## config.mk

```make
export PLATFORM = sky130hd
export DESIGN_NAME = cpu_control_fsm
export DESIGN_NICKNAME = d
export VERILOG_FILES = /design/src/rtl/cpu_pkg.sv /design/src/rtl/cpu_decode.sv /design/src/rtl/cpu_control_fsm.sv
export SDC_FILE = /design/constraint.sdc
export NUM_CORES = 1
export LEC_CHECK = 0
export ABC_AREA = 1
export CAP_MARGIN = 20
export CORE_MARGIN = 5
export CORE_UTILIZATION = 50
export CTS_BUF_LIST = sky130_fd_sc_hd__clkbuf_8
export CTS_CLUSTER_SIZE = 40
export DETAILED_ROUTE_END_ITERATION = 8
export PLACE_DENSITY = 0.83
export SYNTH_ARGS = -nofsm -noshare
export SYNTH_HDL_FRONTEND = slang
export SYNTH_HIERARCHICAL = 1
export SYNTH_SLANG_ARGS = --single-unit
```

## constraint.sdc

```tcl
create_clock -name clk -period 1.9 [get_ports clk]
set_clock_uncertainty 0.1 [all_clocks]
set_input_delay 0.285 -clock clk [delete_from_list [all_inputs] [get_ports clk]]
set_output_delay 0.285 -clock clk [all_outputs]
set_load 0.1 [all_outputs]
```

## src/rtl/cpu_pkg.sv

```systemverilog
// Shared types and constants for the bus-processor control unit.
package cpu_pkg;

  typedef enum logic [2:0] {
    OP_DISP  = 3'b000,
    OP_ADD   = 3'b001,
    OP_ADD_I = 3'b010,
    OP_SUB   = 3'b011,
    OP_MUL   = 3'b100,
    OP_SRL   = 3'b101,
    OP_SLL   = 3'b110,
    OP_MOV_I = 3'b111
  } opcode_t;

  typedef enum logic [2:0] {
    S_IDLE,
    S_FETCH,
    S_T1,
    S_T2,
    S_MUL_WAIT,
    S_T3
  } ctrl_state_t;

  localparam logic [3:0] SEL_DIN = 4'd8;
  localparam logic [3:0] SEL_G   = 4'd9;

  localparam logic [3:0] TICK_IDLE  = 4'b0000;
  localparam logic [3:0] TICK_FETCH = 4'b0001;
  localparam logic [3:0] TICK_T1    = 4'b0010;
  localparam logic [3:0] TICK_T2    = 4'b0100;
  localparam logic [3:0] TICK_T3    = 4'b1000;

  function automatic logic [7:0] reg_onehot(input logic [2:0] idx);
    return 8'b0000_0001 << idx;
  endfunction

endpackage

```

## src/rtl/cpu_decode.sv

```systemverilog
// Combinational decode of (state, IR) into bus selects and raw, ungated strobes.
module cpu_decode
  import cpu_pkg::*;
(
  input  ctrl_state_t i_state,
  input  logic [8:0]  i_ir,
  output logic [3:0]  o_bus_sel,
  output logic [7:0]  o_reg_write,
  output logic        o_a_write,
  output logic        o_g_write,
  output logic        o_h_write,
  output logic [2:0]  o_alu_op,
  output logic        o_alu_start,
  output logic [3:0]  o_tick,
  output logic        o_done
);

  opcode_t    w_op;
  logic [2:0] w_rx;
  logic [2:0] w_ry;

  assign w_op = opcode_t'(i_ir[8:6]);
  assign w_rx = i_ir[5:3];
  assign w_ry = i_ir[2:0];

  always_comb begin
    o_bus_sel   = 4'd0;
    o_reg_write = 8'h00;
    o_a_write   = 1'b0;
    o_g_write   = 1'b0;
    o_h_write   = 1'b0;
    o_alu_op    = 3'd0;
    o_alu_start = 1'b0;
    o_tick      = TICK_IDLE;
    o_done      = 1'b0;
    case (i_state)
      S_IDLE:  o_tick = TICK_IDLE;
      S_FETCH: o_tick = TICK_FETCH;
      S_T1: begin
        o_tick   = TICK_T1;
        o_alu_op = w_op;
        case (w_op)
          OP_DISP: begin
            o_bus_sel = {1'b0, w_rx};
            o_h_write = 1'b1;
            o_done    = 1'b1;
          end
          OP_MOV_I: begin
            o_bus_sel   = SEL_DIN;
            o_reg_write = reg_onehot(w_rx);
            o_done      = 1'b1;
          end
          default: begin
            o_bus_sel = {1'b0, w_rx};
            o_a_write = 1'b1;
          end
        endcase
      end
      S_T2: begin
        o_tick   = TICK_T2;
        o_alu_op = w_op;
        if (w_op == OP_MUL) begin
          o_bus_sel   = {1'b0, w_ry};
          o_alu_start = 1'b1;
        end else begin
          o_bus_sel = (w_op == OP_ADD_I) ? SEL_DIN : {1'b0, w_ry};
          o_g_write = 1'b1;
        end
      end
      // G write and timeout completion depend on alu_done/counter, handled in the FSM
      S_MUL_WAIT: begin
        o_tick    = TICK_T2;
        o_bus_sel = {1'b0, w_ry};
        o_alu_op  = OP_MUL;
      end
      S_T3: begin
        o_tick      = TICK_T3;
        o_alu_op    = w_op;
        o_bus_sel   = SEL_G;
        o_reg_write = reg_onehot(w_rx);
        o_done      = 1'b1;
      end
      default: o_tick = TICK_IDLE;
    endcase
  end

endmodule

```

## src/rtl/cpu_control_fsm.sv

```systemverilog
// Multi-cycle control unit: state register, instruction register, MUL wait timer.
//   state    | meaning
//   IDLE     | waiting for run
//   FETCH    | latch din into IR
//   T1       | rX onto bus: DISP/MOV_I finish, others load A
//   T2       | rY/immediate into ALU, G written (MUL: start pulse)
//   MUL_WAIT | waiting for alu_done, bounded by MUL_MAX_WAIT cycles
//   T3       | G written back into rX
module cpu_control_fsm
  import cpu_pkg::*;
#(
  parameter int MUL_MAX_WAIT = 15
) (
  input  logic       clk,
  input  logic       rst,
  input  logic       ena,
  input  logic       run,
  input  logic [8:0] din,
  input  logic       alu_done,
  output logic [3:0] bus_sel,
  output logic [7:0] reg_write,
  output logic       a_write,
  output logic       g_write,
  output logic       h_write,
  output logic [2:0] alu_op,
  output logic       alu_start,
  output logic [3:0] tick,
  output logic       done,
  output logic       err
);

  localparam int CW = $clog2(MUL_MAX_WAIT + 1);
  localparam logic [CW-1:0] WAIT_LAST = CW'(MUL_MAX_WAIT - 1);

  ctrl_state_t   r_state;
  ctrl_state_t   w_next;
  logic [8:0]    r_ir;
  logic [CW-1:0] r_wait_cnt;
  logic [CW-1:0] w_wait_next;
  logic          r_err;

  logic [7:0]    w_reg_write;
  logic          w_a_write;
  logic          w_g_write;
  logic          w_h_write;
  logic          w_alu_start;
  logic          w_done;
  logic          w_mul_ok;
  logic          w_timeout;
  opcode_t       w_op;

  assign w_op      = opcode_t'(r_ir[8:6]);
  assign w_mul_ok  = (r_state == S_MUL_WAIT) && alu_done;
  assign w_timeout = (r_state == S_MUL_WAIT) && !alu_done && (r_wait_cnt == WAIT_LAST);

  cpu_decode u_decode (
    .i_state     (r_state),
    .i_ir        (r_ir),
    .o_bus_sel   (bus_sel),
    .o_reg_write (w_reg_write),
    .o_a_write   (w_a_write),
    .o_g_write   (w_g_write),
    .o_h_write   (w_h_write),
    .o_alu_op    (alu_op),
    .o_alu_start (w_alu_start),
    .o_tick      (tick),
    .o_done      (w_done)
  );

  always_comb begin
    w_next      = r_state;
    w_wait_next = r_wait_cnt;
    case (r_state)
      S_IDLE:  if (run) w_next = S_FETCH;
      S_FETCH: w_next = S_T1;
      S_T1: begin
        if (w_op == OP_DISP || w_op == OP_MOV_I) w_next = run ? S_FETCH : S_IDLE;
        else                                     w_next = S_T2;
      end
      S_T2: begin
        if (w_op == OP_MUL) begin
          w_next      = S_MUL_WAIT;
          w_wait_next = '0;
        end else begin
          w_next = S_T3;
        end
      end
      S_MUL_WAIT: begin
        if (alu_done)       w_next = S_T3;
        else if (w_timeout) w_next = S_IDLE;
        else                w_wait_next = r_wait_cnt + CW'(1);
      end
      S_T3:    w_next = run ? S_FETCH : S_IDLE;
      default: w_next = S_IDLE;
    endcase
  end

  always_ff @(posedge clk) begin
    if (rst) begin
      r_state    <= S_IDLE;
      r_ir       <= 9'd0;
      r_wait_cnt <= '0;
      r_err      <= 1'b0;
    end else if (ena) begin
      r_state    <= w_next;
      r_wait_cnt <= w_wait_next;
      if (r_state == S_FETCH) r_ir <= din;
      if (w_timeout)          r_err <= 1'b1;
    end
  end

  // Strobes only count on stepping edges; selects stay visible while paused
  assign reg_write = w_reg_write & {8{ena}};
  assign a_write   = w_a_write & ena;
  assign g_write   = (w_g_write | w_mul_ok) & ena;
  assign h_write   = w_h_write & ena;
  assign alu_start = w_alu_start & ena;
  assign done      = (w_done | w_timeout) & ena;
  assign err       = r_err;

endmodule

```

==> results of run 1 <==
## metrics by stage
| step | instances | util |
|---|---|---|
| floorplan | 255 | - |
| global placement | 326 | 0.8275 |
| detailed placement | 326 | 0.8275 |
| CTS | 341 | 0.8796 |
| global route | 345 | 0.9185 |
| finish | 345 | 0.9185 |
## Yosys cell counts (all sizes together)
| cell type | n |
|---|---|
| xnor2 | 1 |
| buf | 6 |
| inv | 43 |
| dfxtp | 17 |
| nor2 | 47 |
| nand4 | 2 |
| o21ai | 17 |
| a21oi | 8 |
| nand2 | 72 |
| nor3 | 4 |
| ha | 2 |
| nand3 | 36 |
## state kept, by name, summed over array words and instances, names as in the netlist
register    flops
r_state         3
err             1
r_ir            9
r_wait_cnt      4
## report_power, final
group	internal [mW]	switching [mW]	total (mW)
combinational	0.189	0.346	0.535
sequential	0.383	0.0482	0.432
clock	0.144	0.139	0.283
total	0.717	0.533	1.25
## cell families after synthesis
kind of cell             Yosys count
AND/OR/NAND/NOR                  161
buffers and inverters             49
AO/OA/AOI/OAI                     25
flip-flops                        17
adder cells (fa/ha/maj)            2
XOR/XNOR                           1
## worst register-to-register path: stages (launching register included)
cell and delay (ps):
dfxtp_4 430, buf_1 260, nand2_1 120, nor2_1 140, nand2_1 110, nand2_1 160, nor2_1 100, nand2_1 100
nand2_1 60, a21oi_1 210
## how the worst min path moves through the flow
| stage | to | cells past startpoint |
|---|---|---|
| detailed placement | err | 2 |
| finish | err | 2 |
| floorplan | r_state[1] | 1 |
| global placement | err | 2 |
| global route | err | 2 |
| CTS | err | 2 |
## routing by layer
metal	wire, um	vias up	track usage
li1	-	912	-
met1	2220	908	0.3003
met2	2831	191	0.4179
met3	665	56	0.03375
met4	430	0	0.1610
met5	0	-	0
## area by class of cell
cell class              count  area, sq um
clock buffers               3        41.29
clock inverters             1        3.754
fillers                   112        222.7
inverters                  43        201.4
multi-input cells         189         1067
flip-flops and latches     17        360.3
well taps                  31        38.79
repair buffers             61        798.3
## what timing repair did
item                       in CTS  in global routing
hold buffers                    0                  0
setup buffers                  11                  4
setup endpoints to repair      16                 28
resized for setup               8                 25
pin swaps                       3                  5
==> impl_metrics.ini, run 1 <==
[yosys]
ys_ff_latch = 17
synth_compound_area_frac = 0.09099
synthDistinctLibCells = 19
synthSimpleGateAreaFrac = 0.5115
synth_area_leader_cell = dfxtp_1
synthesis.nets = 271
yosys-top-cells-area = dfxtp_1 (24%), nand2_1 (18%), nand3_1 (12%), nor2_1 (11%), inv_1 (11%)
syn_avg_cell_area_sq_um = 5.554
synth_cells = 255
yosysTopAreaCellShare = 0.2403
synth_warnings = 6
ys_seq_area_frac = 0.2403
synth_fa_ha_area_frac = 0.01767
synth_top_family_by_area = simple AND/OR/NAND/NOR gates
netlist_area_sq_um = 1416
synth_xor_xnor_area_share = 0.006184
synth_mux_area_frac = 0

[global_route]
grt_pass1_vias = 1833
grt_pass1_wl_mm = 8.314
antenna_found_initial = 0
grt_max_degree = 13
grtUsageTotal = 0.2514
gr-total-overflow = 0

[worst_setup_path]
slowest_delay_ps = 390
endpoint = reg_write[6]
rrSetupSlack_ps = 20
cp-start-kind = flip-flop
critPathLaunch = r_state[1]
arrival_ps = 1590
crit_chain = inv_2 -> nand3_4 -> nand2_1 -> nand2_2 -> nor2_1 -> nand2_1 -> clkinvlp_4 -> buf_12
criticalPathCategory = flip-flop to output port
endpoint_kind = output port
cp_top_family = simple AND/OR/NAND/NOR gates
crit_buf_inv = 3
r2r_start = r_state[1]
r2r_end = r_state[0]
cp.depth = 8
critPathSlowestCell = dfxtp_4
worstPathMaxFanout = 6
rr_worst_depth = 9
path_common_cell = nand2_1
crit_required_ps = 1510

[floorplan]
die_area_sq_um = 3997
start_util = 0.5181
rows = 19
die_width_um = 63.23
boundaryPins = 39
die_h_um = 63.23
core_sq_um = 2734

[timing]
finalMaxSlewViolations = 0
period_minus_slack_ps = 1973
worstMarginPinSlew_ps = 332.6
setup_slack_ps = -72.68
setup_tns_ps = -552.9
finalHoldViolCount = 0
relSlewSlack = 0.7759
setup_viol = 13
fmax_mhz = 506.9
fin_crit_sh = 1.038
whs_ps = 392.3
rsz0062_at_grt = yes

[power]
leakage_nw = 1.052
vdd_drop_max_uv = 651.3
power.total_mw = 1.250
powerDensity_nw_per_um2 = 497.7

[placed_design]
io_buffer_count = 38
pre_cts_ws_ps = 32.76
place_congestion = 0.8654
placed_cell_area_sq_um = 2262
dp_hpwl_mm = 3.223

[job]
cap_violations = 0

[worst_hold_path]
min-delay-start = err
hold_path_class = flip-flop to flip-flop

[cts]
cts.reportedPaths.clkPinSlew_ps = 80
clock_latency_ps = 270
numClockSinks = 17
cts_tree = done
clock-root-buffer = clkbuf_8
cts_inserted_buffers = 3
clockBufferDepth = 2
cts-htree-levels = 1

[finish]
postLayoutCellArea_sq_um = 2511
syn_to_final_growth_pct = 77.30
drive_above_1_share = 0.3822
final_nets = 331
antenna_cells = 0
final_common_cell = nand2_1
final_cell_mix = nand2_1 (61), nor2_1 (35), inv_1 (27)

[detailed_routing]
drt-initial-drc-count = 294
vias = 2067
vias_per_cell = 5.991
route.detailed.drc = 0
avgRoutedWirePerCell_um = 17.82
ant_nets = 0
drt-total-wl_mm = 6.149
first_pass_iters = 8

[outcome]
violations = setup timing
outcome = finished, violations left
Power figures use the tool's default switching activity.
==> inputs of run 2 (changes only) <==
- CELL_PAD_IN_SITES_DETAIL_PLACEMENT: not set -> 1
- CELL_PAD_IN_SITES_GLOBAL_PLACEMENT: not set -> 1
- CORE_UTILIZATION: 50 -> 33
- PLACE_DENSITY: 0.83 -> not set
- PLACE_DENSITY_LB_ADDON: not set -> 0.1
==> impl_metrics.ini, run 2 (synthesis results as in run 1) <==
[global_route]
grtUsageMet1 = 0.2454
grt_use_met2 = 0.3154
antenna_found_initial = 0
grt_max_degree = 19
use_met3 = 0.02902
grtUsageTotal = 0.1856
grt_pass1_vias = 1800
grt_pass1_wl_mm = 8.238
grt-busiest-layer = met2
gr-total-overflow = 0

[timing]
relSlewSlack = 0.7520
worstMarginPinSlew_ps = 369.2
rsz0062_at_grt = yes
period_minus_slack_ps = 1990
whs_ps = 429.8
fmax_mhz = 502.5
setup_viol = 9
finalHoldViolCount = 0
setup_slack_ps = -89.93
fin_crit_sh = 1.047
finalMaxSlewViolations = 0

[worst_setup_path]
cp.depth = 8
criticalPathCategory = flip-flop to output port
slowest_delay_ps = 390
endpoint_kind = output port
crit_buf_inv = 3
crit_chain = inv_4 -> nand2_4 -> nor2_4 -> nand2_1 -> o21ai_1 -> nand2_1 -> clkinvlp_4 -> buf_12
critPathSlowestCell = dfxtp_4
cp_top_family = simple AND/OR/NAND/NOR gates
cp-start-kind = flip-flop
path_common_cell = nand2_1
arrival_ps = 1600
worstPathMaxFanout = 8
rr_worst_depth = 11
crit_required_ps = 1510

[placed_design]
dp_hpwl_mm = 3.865
pre_cts_ws_ps = 94.27
io_buffer_count = 38
place_congestion = 0.8716

[power]
vdd_drop_max_uv = 500.9
leakage_nw = 1.087
powerDensity_nw_per_um2 = 470.3
power.total_mw = 1.244

[finish]
postLayoutCoreUtil = 0.6476
top_register = r_ir
final_cell_mix = nand2_1 (57), nor2_1 (33), buf_12 (28)
largest_reg_flops = 9
drive_above_1_share = 0.4108
reg_top3 = r_ir x9, r_wait_cnt x4, r_state x3
final_common_cell = nand2_1
antenna_cells = 0
nFillCells = 476
final_nets = 331
syn_to_final_growth_pct = 86.84

[cts]
cts_tree = done
cts-htree-levels = 1
clock_latency_ps = 250
cts.reportedPaths.clkPinSlew_ps = 70
numClockSinks = 17
cts_inserted_buffers = 3
clockBufferDepth = 2
clock-root-buffer = clkbuf_8

[floorplan]
core_sq_um = 4086
boundaryPins = 39
die_h_um = 75.52
rows = 23
die_width_um = 75.52
start_util = 0.3466
die_area_sq_um = 5703

[job]
cap_violations = 0

[detailed_routing]
drt-total-wl_mm = 6.463
route.detailed.drc = 0
first_pass_iters = 4
ant_nets = 0
vias = 1869
avgRoutedWirePerCell_um = 17.76
drt-initial-drc-count = 76
vias_per_cell = 5.135

[outcome]
outcome = finished, violations left
violations = setup timing

[worst_hold_path]
hold-path-cell-count = 2
hold_path_class = flip-flop to flip-flop
-- run 2: changes by cell type in the layout (fill, tap and decap cells not counted), sizes merged --
cell | previous run | this run
clkinv | 0 | 1
inv | 34 | 33
-- run 2: where the power goes --
group / switching (mW) / internal [mW]
Clock: 0.124 / 0.145
Combinational: 0.342 / 0.199
Sequential: 0.0514 / 0.383
Total: 0.517 / 0.728
-- run 2: worst reg2reg max path: cells and delay by family, from the launching register on --
kind	cells	cell delay, ps
buf+inv	3	420
flops	1	390
simple gates	8	810
-- run 2: what timing repair did --
| item | CTS | global route |
|---|---|---|
| endpoints found under the setup margin | 16 | 20 |
| resized for setup | 15 | 33 |
| pin swaps | 4 | 8 |
| hold buffers | 0 | 0 |
| setup buffers | 6 | 8 |
-- run 2: path summary, 6_finish.rpt --
kind                   start             to  slack (ps)
setup reg to reg  r_state[1]  r_wait_cnt[0]          90
hold / removal           err            err         430
hold reg to reg          err            err         430
setup / recovery  r_state[2]   reg_write[3]         -90
-- run 2: layer usage --
layer | share of wire | vias up
li1 | - | 910
met1 | 0.43 | 897
met2 | 0.50 | 46
met3 | 0.035 | 16
met4 | 0.027 | 0
met5 | 0 | -
-- run 2: final cells by class --
type / count / area [sq um] / share of cell area
clock buffer: 3 / 41.29 / 0.01560
sequential: 17 / 359.1 / 0.1357
inverter: 43 / 201.4 / 0.07612
multi-input combinational: 189 / 1125 / 0.4251
clock inverter: 1 / 5.005 / 0.001891
tap: 50 / 62.56 / 0.02364
timing repair buffer: 61 / 852.1 / 0.3220
-- run 2: through the flow --
| stage | TNS, ps | std cells | area [sq um] |
|---|---|---|---|
| floorplan | -1747 | 255 | 1573 |
| detailed placement | 0 | 346 | 2318 |
| finish | -289.2 | 364 | 2646 |
| global route | -1347 | 364 | 2646 |
| CTS | -1.510 | 356 | 2466 |
| global placement | 0 | 346 | 2318 |
